==> config.mk <==
export PLATFORM = sky130hd
export DESIGN_NAME = ps2_host_tx
export DESIGN_NICKNAME = d
export VERILOG_FILES = /design/src/rtl/ps2_host_tx.sv
export SDC_FILE = /design/constraint.sdc
export NUM_CORES = 1
export LEC_CHECK = 0
export CORE_ASPECT_RATIO = 1.4
export CORE_MARGIN = 5
export CORE_UTILIZATION = 36
export CTS_CLUSTER_DIAMETER = 80
export DETAILED_ROUTE_END_ITERATION = 10
export SLEW_MARGIN = 20
export SYNTH_ARGS = -nofsm -noshare
export SYNTH_HDL_FRONTEND = slang
export SYNTH_SLANG_ARGS = --single-unit
==> constraint.sdc <==
create_clock -name clk -period 5 [get_ports clk]
set_input_delay 1 -clock clk [delete_from_list [all_inputs] [get_ports clk]]
set_output_delay 1 -clock clk [all_outputs]
set_load 0.1 [all_outputs]
==> src/rtl/ps2_host_tx.sv <==
// Host-to-device PS/2 transmitter: inhibits the bus, issues a request-to-send,
// then shifts one command byte out on device-generated clock edges and checks the ack.
module ps2_host_tx #(
    parameter int CLK_HZ         = 100_000_000,
    parameter int INHIBIT_CYCLES = 10_000,
    parameter int TIMEOUT_CYCLES = 2_000_000
) (
    input  logic       clk,
    input  logic       reset,
    input  logic [7:0] tx_data,
    input  logic       tx_start,
    output logic       tx_busy,
    output logic       tx_done,
    output logic       tx_error,
    input  logic       ps2_clk_in,
    input  logic       ps2_data_in,
    output logic       ps2_clk_oe,
    output logic       ps2_data_oe
);

    if (CLK_HZ <= 0 || INHIBIT_CYCLES <= 0 || TIMEOUT_CYCLES <= 0) begin : g_bad_param
        $error("ps2_host_tx: CLK_HZ, INHIBIT_CYCLES and TIMEOUT_CYCLES must be positive");
    end

    localparam int INH_W = $clog2(INHIBIT_CYCLES + 1);
    localparam int TMO_W = $clog2(TIMEOUT_CYCLES + 1);

    localparam logic [INH_W-1:0] INH_LAST = INH_W'(INHIBIT_CYCLES - 1);
    localparam logic [INH_W-1:0] INH_MAX  = INH_W'(INHIBIT_CYCLES);
    localparam logic [TMO_W-1:0] TMO_MAX  = TMO_W'(TIMEOUT_CYCLES);

    typedef enum logic [2:0] {
        S_IDLE,
        S_INHIBIT,
        S_REQ,
        S_SEND,
        S_ACK,
        S_WAIT_REL,
        S_DONE
    } state_e;

    state_e           state_q;
    logic [8:0]       shift_q;
    logic [3:0]       bit_cnt_q;
    logic [INH_W-1:0] inh_cnt_q;
    logic [INH_W-1:0] inh_cnt_d;
    logic [TMO_W-1:0] tmo_cnt_q;
    logic [TMO_W-1:0] tmo_cnt_d;
    logic             clk_oe_q;
    logic             data_oe_q;
    logic             busy_q;
    logic             done_q;
    logic             error_q;

    logic [1:0]       clk_sync_q;
    logic [1:0]       data_sync_q;
    logic             clk_prev_q;
    logic             clk_s;
    logic             data_s;
    logic             fall;
    logic             tmo_hit;

    // NOTE: synchronizers reset to the idle-high bus level so leaving reset never looks like a falling edge.
    always_ff @(posedge clk or negedge reset) begin
        if (!reset) begin
            clk_sync_q  <= 2'b11;
            data_sync_q <= 2'b11;
            clk_prev_q  <= 1'b1;
        end else begin
            clk_sync_q  <= {clk_sync_q[0], ps2_clk_in};
            data_sync_q <= {data_sync_q[0], ps2_data_in};
            clk_prev_q  <= clk_sync_q[1];
        end
    end

    assign clk_s   = clk_sync_q[1];
    assign data_s  = data_sync_q[1];
    assign fall    = clk_prev_q & ~clk_s;

    assign inh_cnt_d = (inh_cnt_q == INH_MAX) ? inh_cnt_q : inh_cnt_q + 1'b1;
    assign tmo_cnt_d = (tmo_cnt_q == TMO_MAX) ? tmo_cnt_q : tmo_cnt_q + 1'b1;
    assign tmo_hit   = (tmo_cnt_q == TMO_MAX);

    always_ff @(posedge clk or negedge reset) begin
        if (!reset) begin
            state_q   <= S_IDLE;
            shift_q   <= '0;
            bit_cnt_q <= '0;
            inh_cnt_q <= '0;
            tmo_cnt_q <= '0;
            clk_oe_q  <= 1'b0;
            data_oe_q <= 1'b0;
            busy_q    <= 1'b0;
            done_q    <= 1'b0;
            error_q   <= 1'b0;
        end else begin
            done_q <= 1'b0;
            case (state_q)
                S_IDLE: begin
                    if (tx_start) begin
                        shift_q   <= {~^tx_data, tx_data};
                        error_q   <= 1'b0;
                        busy_q    <= 1'b1;
                        clk_oe_q  <= 1'b1;
                        inh_cnt_q <= '0;
                        state_q   <= S_INHIBIT;
                    end
                end
                S_INHIBIT: begin
                    inh_cnt_q <= inh_cnt_d;
                    if (inh_cnt_q == INH_LAST) begin
                        data_oe_q <= 1'b1;
                        tmo_cnt_q <= '0;
                        state_q   <= S_REQ;
                    end
                end
                S_REQ: begin
                    if (tmo_hit) begin
                        error_q   <= 1'b1;
                        clk_oe_q  <= 1'b0;
                        data_oe_q <= 1'b0;
                        state_q   <= S_DONE;
                    end else begin
                        clk_oe_q  <= 1'b0;
                        bit_cnt_q <= '0;
                        tmo_cnt_q <= tmo_cnt_d;
                        state_q   <= S_SEND;
                    end
                end
                S_SEND: begin
                    if (tmo_hit) begin
                        error_q   <= 1'b1;
                        data_oe_q <= 1'b0;
                        state_q   <= S_DONE;
                    end else if (fall) begin
                        tmo_cnt_q <= '0;
                        bit_cnt_q <= bit_cnt_q + 4'd1;
                        // Falls 1..9 present d0..d7 then parity; fall 10 releases data as the stop bit.
                        if (bit_cnt_q == 4'd9) begin
                            data_oe_q <= 1'b0;
                            state_q   <= S_ACK;
                        end else begin
                            data_oe_q <= ~shift_q[0];
                            shift_q   <= {1'b0, shift_q[8:1]};
                        end
                    end else begin
                        tmo_cnt_q <= tmo_cnt_d;
                    end
                end
                S_ACK: begin
                    if (tmo_hit) begin
                        error_q <= 1'b1;
                        state_q <= S_DONE;
                    end else if (fall) begin
                        error_q   <= data_s;
                        tmo_cnt_q <= '0;
                        state_q   <= S_WAIT_REL;
                    end else begin
                        tmo_cnt_q <= tmo_cnt_d;
                    end
                end
                S_WAIT_REL: begin
                    if (tmo_hit) begin
                        error_q <= 1'b1;
                        state_q <= S_DONE;
                    end else if (clk_s && data_s) begin
                        state_q <= S_DONE;
                    end else begin
                        tmo_cnt_q <= tmo_cnt_d;
                    end
                end
                S_DONE: begin
                    done_q  <= 1'b1;
                    busy_q  <= 1'b0;
                    state_q <= S_IDLE;
                end
                default: begin
                    clk_oe_q  <= 1'b0;
                    data_oe_q <= 1'b0;
                    busy_q    <= 1'b0;
                    state_q   <= S_IDLE;
                end
            endcase
        end
    end

    assign tx_busy     = busy_q;
    assign tx_done     = done_q;
    assign tx_error    = error_q;
    assign ps2_clk_oe  = clk_oe_q;
    assign ps2_data_oe = data_oe_q;

endmodule

==> results.env, run 1 <==
MIN_PERIOD_OVER_PERIOD_PCT=58.2
AREA_SHARE_OF_FA_HA_MAJ_CELLS_AFTER_SYNTHESIS_PCT=2.78
WIRELENGTH_UM=8340
YOSYSWARNINGCOUNT=0
SYNTH_XOR_AREA_SHARE_PCT=4.87
SYNTH_EDF_COUNT=0
SYNTHESIS.NETS=397
IOPINCOUNT=18
TIMING_MAX_TRANSITION_VIOLATIONS_FINAL=0
TRITONCTS_CLOCK_TREE='built'
CPLARGESTDELAYFAMILY='buffers and inverters'
CRIT_PATH_TOP_DELAY_CELL='clkdlybuf4s50_1'
CRIT_PATH_START_KIND='register'
DP.CELLS=512
CTSRESIZECOUNT=0
FP-ROW-COUNT=43
REQUIRED_NS=4.00
DPL-INSTANCE-AREA_UM2=3870
WORST_SKEW_PAIR.LATE_LATENCY_NS=0.33
CRIT_CHAIN='clkdlybuf4s50_1'
SYNTH-COMPOUND-AREA-SHARE_PCT=18.9
TRACK_USAGE_PCT=14.5
CLOCK_PATH_BUFFERS=2
POST-ROUTE-MIN-PERIOD_NS=2.91
DIE_X_UM=94.5
YS_DOMINANT_REG_CELL='dfrtp_1'
FINAL_ANTENNA_NET_COUNT=0
GRT.OVERFLOW.TOTAL=0
CRIT_PATH_BUFFERS_INVERTERS=1
GRT_PASS1_VIAS=2851
TIMING.CRITICAL_PATH.ARRIVAL_NS=1.91
MOSTFREQUENTLAYOUTCELL='dfrtp_1'
INITIAL_UTILIZATION_PCT=36.5
YS_SEQ_ELEMENTS=61
MAX_FANOUT_ON_CRITICAL_PATH=3
FINAL.SETUP_SKEW_NS=0.00648
NUM-FILL-CELLS=946
CRITICAL_PATH_CLASS='reg -> out'
FINALSETUPTNS_NS=0
DRC=0
MAX_FREQ_MHz=344
FIRSTDRTPASSITERS=4
HTREEDEPTH=3
POST-DP-HPWL_UM=5610
ANTENNA_FOUND_INITIAL=0
ENDPOINT_KIND='output pin'
VDD_DROP_MAX_mV=0.281
YOSYSUNIQUECELLTYPES=57
MAX_CAP_VIOLATIONS=0
RSZ_0062_RAISED_AFTER_GLOBAL_ROUTING='no'
FINAL_INSTANCE_COUNT_EXCL_FILLERS=528
DIE_HEIGHT_UM=128
AREA_OF_THE_CORE_REGION_UM2=9850
MAX-SLEW-MARGIN-REL_PCT=29.8
HOLD_SLACK_NS=0.353
TRITONCTS.NUM_BUFFERS=9
POST_SYNTH_INSTANCE_AREA_UM2=3590
MAX_STAGE_DELAY_NS=1.17
VIAS_PER_CELL=5.51
GPL.FINAL_WEIGHTED_CONGESTION=0.848
SYNTHMUXAREASHARE_PCT=5.33
POWER_PER_CELL_AREA_nW_PER_UM2=308
CTS.ROOT.BUFFER_CELL='clkbuf_16'
AVGROUTEDWIREPERCELL_UM=15.8
RUN_STATUS='finished clean'
POSTCTSSETUPREPAIRBUFS=0
FIRST_PASS_GRT_WIRE_LENGTH_UM=13900
POWER_LEAKAGE_uW=0.00179
POST_SYNTH_AND_OR_NAND_NOR_AREA_FRACTION_PCT=22.1
POSTLAYOUTCELLAREA_UM2=4230
DETAILROUTE.VIA_COUNT=2909
SYNTH-ASYNC-RESET-RATIO_PCT=100
SYNTH.LARGEST_AREA_CELL='dfrtp_1'
TIGHTESTPINTRANSITION_NS=1.05
LARGEST_NET_DEGREE_AT_THE_START_OF_GLOBAL_ROUTING=62
CLK_PIN_SLEW_WORST_PATHS_NS=0.05
HOLD_PATH_CLASS='reg -> reg'
SYNTHDOMINANTCELLAREASHARE_PCT=39.0
CLOCK-SINKS=61
POSTSYNTHAREAPERCELL_UM2=9.56
POSTLAYOUTCOREUTIL_PCT=42.9
DOMINANT_COMBINATIONAL_CELL_FAMILY_BY_AREA_AFTER_SYNTHESIS='simple AND/OR/NAND/NOR gates'
FP.DIEAREA_UM2=12100
FINAL_HOLD_VIOL_COUNT=0
POST_ROUTE_CELLS_DRIVE_ABOVE_1_SHARE_PCT=12.7
SYNTHCELLS=376
FINALSETUPVIOLATIONS=0
NETS=409
PORT_BUFFERS=17
SEQ_AREA_FRAC_SYNTH_PCT=42.6
SYNTH_AREA_LEADERS='dfrtp_1 (39%), a22o_1 (7.6%), mux2_2 (5.3%)'
DRTITER0DRC=181
HOLD_FIX_BUFFERS_AT_CTS=0
ANTENNA_CELLS_INSERTED=0
AREAGROWTHSYNTHTOFINISH_PCT=17.6
LAYOUT.CELLS.MOST_COMMON_LIST='dfrtp_1 (56), nor2_1 (44), a22o_1 (31)'
-- routing by layer --
metal  up-vias  global-route usage (%)  wire, um
li1       1417                       -         -
met1      1396                    18.1      3650
met2        79                    23.7      4100
met3        17                    2.99       398
met4         0                    7.05       187
met5         -                       0         0
-- worst reg2reg max path: cells and delay by family, from the launching register on --
kind               cells  cell delay, ns
DFF                    1            0.42
AOI/OAI and AO/OA      2            0.85
muxes                  1            0.37
and+or+nand+nor        2            1.13
-- state kept, by name, indices dropped and copies added, names as in the netlist, 2 cells and up --
register / cells
tmo_cnt_q: 21
inh_cnt_q: 14
shift_q: 9
bit_cnt_q: 4
state_q: 3
clk_sync_q: 2
data_sync_q: 2
-- power breakdown --
| group | leakage (uW) | switching [uW] | total [uW] | internal (uW) |
|---|---|---|---|---|
| combinational | 0.000816 | 22.3 | 42.3 | 19.9 |
| clock | 0.000171 | 215 | 753 | 538 |
| sequential | 0.000808 | 5.08 | 506 | 501 |
-- layout make-up --
cell class / instances / area (um2) / share of cell area [%]
Clock buffer: 12 / 236 / 5.59
Clock inverter: 4 / 120 / 2.84
Inverter: 10 / 37.5 / 0.888
Multi-Input combinational cell: 286 / 1940 / 46.0
Sequential cell: 61 / 1530 / 36.3
Timing Repair Buffer: 20 / 188 / 4.44
Tap cell: 135 / 169 / 4.00
-- per-stage QoR --
step / total power (uW) / setup slack, ns
floorplan: 532 / 2.66
global placement: 556 / 2.08
detailed placement: 557 / 2.01
CTS: 1310 / 2.08
global route: 1340 / 1.93
finish: 1300 / 2.09
-- synthesized netlist by cell type, types with 2 or more instances --
cell,instances
a211oi_1,2
a21o_1,2
a21oi_1,9
a22o_1,31
a2bb2oi_1,2
a31oi_1,3
and2_1,3
and3_1,5
and4_1,5
and4b_1,2
clkbuf_1,15
dfrtp_1,56
dfstp_2,5
ha_1,8
inv_1,10
mux2_2,17
nand2_1,29
nand2b_1,3
nand3_1,17
nand4_1,8
nor2_1,44
nor2b_1,5
nor3_1,9
nor4_1,4
nor4b_1,2
nor4bb_1,2
o21ai_0,13
o22ai_1,11
o31ai_1,3
o32ai_1,2
or2_2,3
or3_1,3
xnor2_1,8
xor2_1,12
-- kinds of logic (layout without fill, tap and decap cells) --
family                     Yosys count  after routing
AOI/OAI and AO/OA                   91             91
xor gates and xnor gates            20             20
adders and majority gates            8              8
buffers and inverters               29             46
DFF                                 61             61
muxes                               17             17
and+or+nand+nor                    150            150
-- path summary, 6_finish.rpt --
| path | to | cells after the start | slack [ns] | from |
|---|---|---|---|---|
| hold reg to reg | data_sync_q[1] | 0 | 0.35 | data_sync_q[0] |
| max in group asynchronous | bit_cnt_q[1] | 2 | 3.65 | reset |
| setup / recovery | tx_error | 1 | 2.09 | tx_error |
| setup reg to reg | tmo_cnt_q[0] | 5 | 2.12 | tmo_cnt_q[5] |
| hold / removal | data_sync_q[1] | 0 | 0.35 | data_sync_q[0] |
| min in group asynchronous | inh_cnt_q[10] | 2 | 0.82 | reset |
(Power assumes the default switching activity.)
==> inputs of run 2 (changes only) <==
Clock period 5 ns to 2.7 ns, I/O delays scaled along.
==> results.env, run 2 (synthesis gave the netlist of run 1 again) <==
CLOCK_PATH_BUFFERS=2  # unchanged
WIRELENGTH_UM=8510  # +2.1%
DIE_X_UM=94.5  # unchanged
WORST_SKEW_PAIR.LATE_LATENCY_NS=0.33  # about the same
MIN_PERIOD_OVER_PERIOD_PCT=94.4
FINALSETUPTNS_NS=0  # unchanged
TIMING.CRITICAL_PATH.ARRIVAL_NS=2.76  # +0.85 ns
NETS=424  # +3.7%
FINALSETUPVIOLATIONS=0  # unchanged
FINAL_ANTENNA_NET_COUNT=0  # unchanged
TIMING_MAX_TRANSITION_VIOLATIONS_FINAL=0  # unchanged
DIE_HEIGHT_UM=128  # unchanged
MAX_FREQ_MHz=392
FP-ROW-COUNT=43  # unchanged
POWER_PER_CELL_AREA_nW_PER_UM2=525  # +71%
MAX_CAP_VIOLATIONS=0  # unchanged
CLOCK_POWER_SHARE_PCT=55.1  # -2.8 points
LARGEST_REGISTER_FF_COUNT=21  # unchanged
CRITICAL_PATH_CLASS='reg -> reg'
HOLD_PATH_CLASS='in -> async'
AVGROUTEDWIREPERCELL_UM=15.7  # -0.70%
LARGEST_NET_DEGREE_AT_THE_START_OF_GLOBAL_ROUTING=32  # -48%
POWER_LEAKAGE_uW=0.00187  # +4.2%
CTS.ROOT.BUFFER_CELL='clkbuf_16'
POSTCTSSETUPREPAIRBUFS=0  # unchanged
PORT_BUFFERS=17  # unchanged
DETAILROUTE.VIA_COUNT=3042  # +4.6%
GPL.FINAL_WEIGHTED_CONGESTION=0.863  # +1.8%
FIRSTDRTPASSITERS=5  # +1
TOP_REGS='tmo_cnt_q: 21 flops, inh_cnt_q: 14 flops, shift_q: 9 flops'
TRACK_USAGE_PCT=15.3  # +0.82 points
FINAL_HOLD_VIOL_COUNT=0  # unchanged
FIRST_PASS_GRT_WIRE_LENGTH_UM=14600  # +5.0%
DRTITER0DRC=138  # -24%
GRT_PASS1_VIAS=2971  # +4.2%
POST-ROUTE-MIN-PERIOD_NS=2.55
TRITONCTS_CLOCK_TREE='built'
RSZ_0062_RAISED_AFTER_GLOBAL_ROUTING='no'
ENDPOINT_KIND='register'
CRIT_PATH_START_KIND='register'
AREA_OF_THE_CORE_REGION_UM2=9850  # unchanged
POST-DP-HPWL_UM=6020  # +7.2%
VIAS_PER_CELL=5.60  # +1.7%
DPL-INSTANCE-AREA_UM2=3990  # +3.1%
TIGHTESTPINTRANSITION_NS=1.06  # +0.0141 ns
MAX_FANOUT_ON_CRITICAL_PATH=13  # +10
POST_ROUTE_CELLS_DRIVE_ABOVE_1_SHARE_PCT=17.4  # +4.7 points
P_SW_uW=465  # +92%
CTSRESIZECOUNT=0  # unchanged
TRITONCTS.NUM_BUFFERS=9  # unchanged
ANTENNA_FOUND_INITIAL=0  # unchanged
IOPINCOUNT=18  # unchanged
REQUIRED_NS=2.91  # -1.09 ns
INITIAL_UTILIZATION_PCT=36.5  # unchanged
FINAL.SETUP_SKEW_NS=0.00952  # +0.00304 ns
MAX-SLEW-MARGIN-REL_PCT=28.8  # -0.95 points
POWER.SEQUENTIAL.FRACTION_PCT=41.3  # +2.4 points
FP.DIEAREA_UM2=12100  # unchanged
DRC=0  # unchanged
AREAGROWTHSYNTHTOFINISH_PCT=20.2
SW_FRAC_OF_TOTAL_PCT=20.5  # +1.9 points
GRT.OVERFLOW.TOTAL=0  # unchanged
CLK_PIN_SLEW_WORST_PATHS_NS=0.06  # about the same
HOLD_FIX_BUFFERS_AT_CTS=0  # unchanged
LARGEST-REGISTER='tmo_cnt_q'
POSTLAYOUTCELLAREA_UM2=4320  # +2.2%
MOSTFREQUENTLAYOUTCELL='dfrtp_1'
POWER.INTERNAL_uW=1800  # +70%
CLOCK-SINKS=61  # unchanged
ANTENNA_CELLS_INSERTED=0  # unchanged
LAYOUT.CELLS.MOST_COMMON_LIST='dfrtp_1 (56), nor2_1 (44), a22o_1 (31)'
VDD_DROP_MAX_mV=0.368  # +31%
HTREEDEPTH=3  # unchanged
POWER.SHARE.COMBINATIONAL_PCT=3.7  # +0.5 points
RUN_STATUS='finished clean'
==> run 2: cell types whose count changed in the layout (fill, tap and decap cells not counted), sizes merged <==
cell / previous run / this run
buf: 4 / 24
bufinv: 4 / 2
clkinvlp: 0 / 2
clkinv: 0 / 1
clkbuf: 12 / 11
clkdlybuf4s50: 16 / 11
==> run 2: per-layer routing <==
layer / up-vias / GRT usage, % / share of wire [%]
li1: 1452 / - / -
met1: 1466 / 18.9 / 43
met2: 94 / 24.7 / 49
met3: 30 / 3.82 / 4.8
met4: 0 / 7.56 / 3.0
met5: - / 0 / 0
==> run 2: power groups by stage <==
stage               clock network [uW]  registers, uW  logic (uW)
finish                            1250            936        82.8
global route                      1320            937        93.0
CTS                               1280            936        85.3
detailed placement                   0            952        84.9
global placement                     0            951        83.3
floorplan                            0            948        36.2
==> run 2: critical path: stages (launching register included) <==
cell	delay, ns
dfrtp_1	0.43
or4b_4	0.58
or4_4	0.54
o22ai_2	0.18
a21oi_1	0.24
buf_4	0.26
a22o_1	0.21
==> run 2: worst paths after layout <==
| check | start | to | slack (ns) | cells after the start |
|---|---|---|---|---|
| worst max register to register | tmo_cnt_q[5] | tmo_cnt_q[16] | 0.15 | 6 |
| min in group clk | clk_sync_q[0] | clk_sync_q[1] | 0.35 | 0 |
| max in group asynchronous | reset | tmo_cnt_q[18] | 1.81 | 2 |
| worst max-delay path | tmo_cnt_q[5] | tmo_cnt_q[16] | 0.15 | 6 |
| worst min register to register | clk_sync_q[0] | clk_sync_q[1] | 0.35 | 0 |
| worst min-delay path | reset | inh_cnt_q[3] | 0.26 | 1 |
==> run 2: per-stage QoR <==
step	worst slack [ns]	util, %	instances	hold WS, ns	total power, uW
finish	0.151	43.9	543	0.261	2270
global placement	0.219	40.6	527	0.346	1030
detailed placement	0.159	40.6	527	0.347	1040
CTS	0.136	43.9	543	0.280	2310
floorplan	0.362	-	376	0.244	984
global route	0.0208	43.9	543	0.320	2350
==> run 2: area by class of cell <==
class,instances,area (um2)
fillers,968,5530
multi-input cells,286,1940
flip-flops and latches,61,1530
repair buffers,35,313
clock buffers,11,243
well taps,135,169
clock inverters,5,83.8
inverters,10,37.5
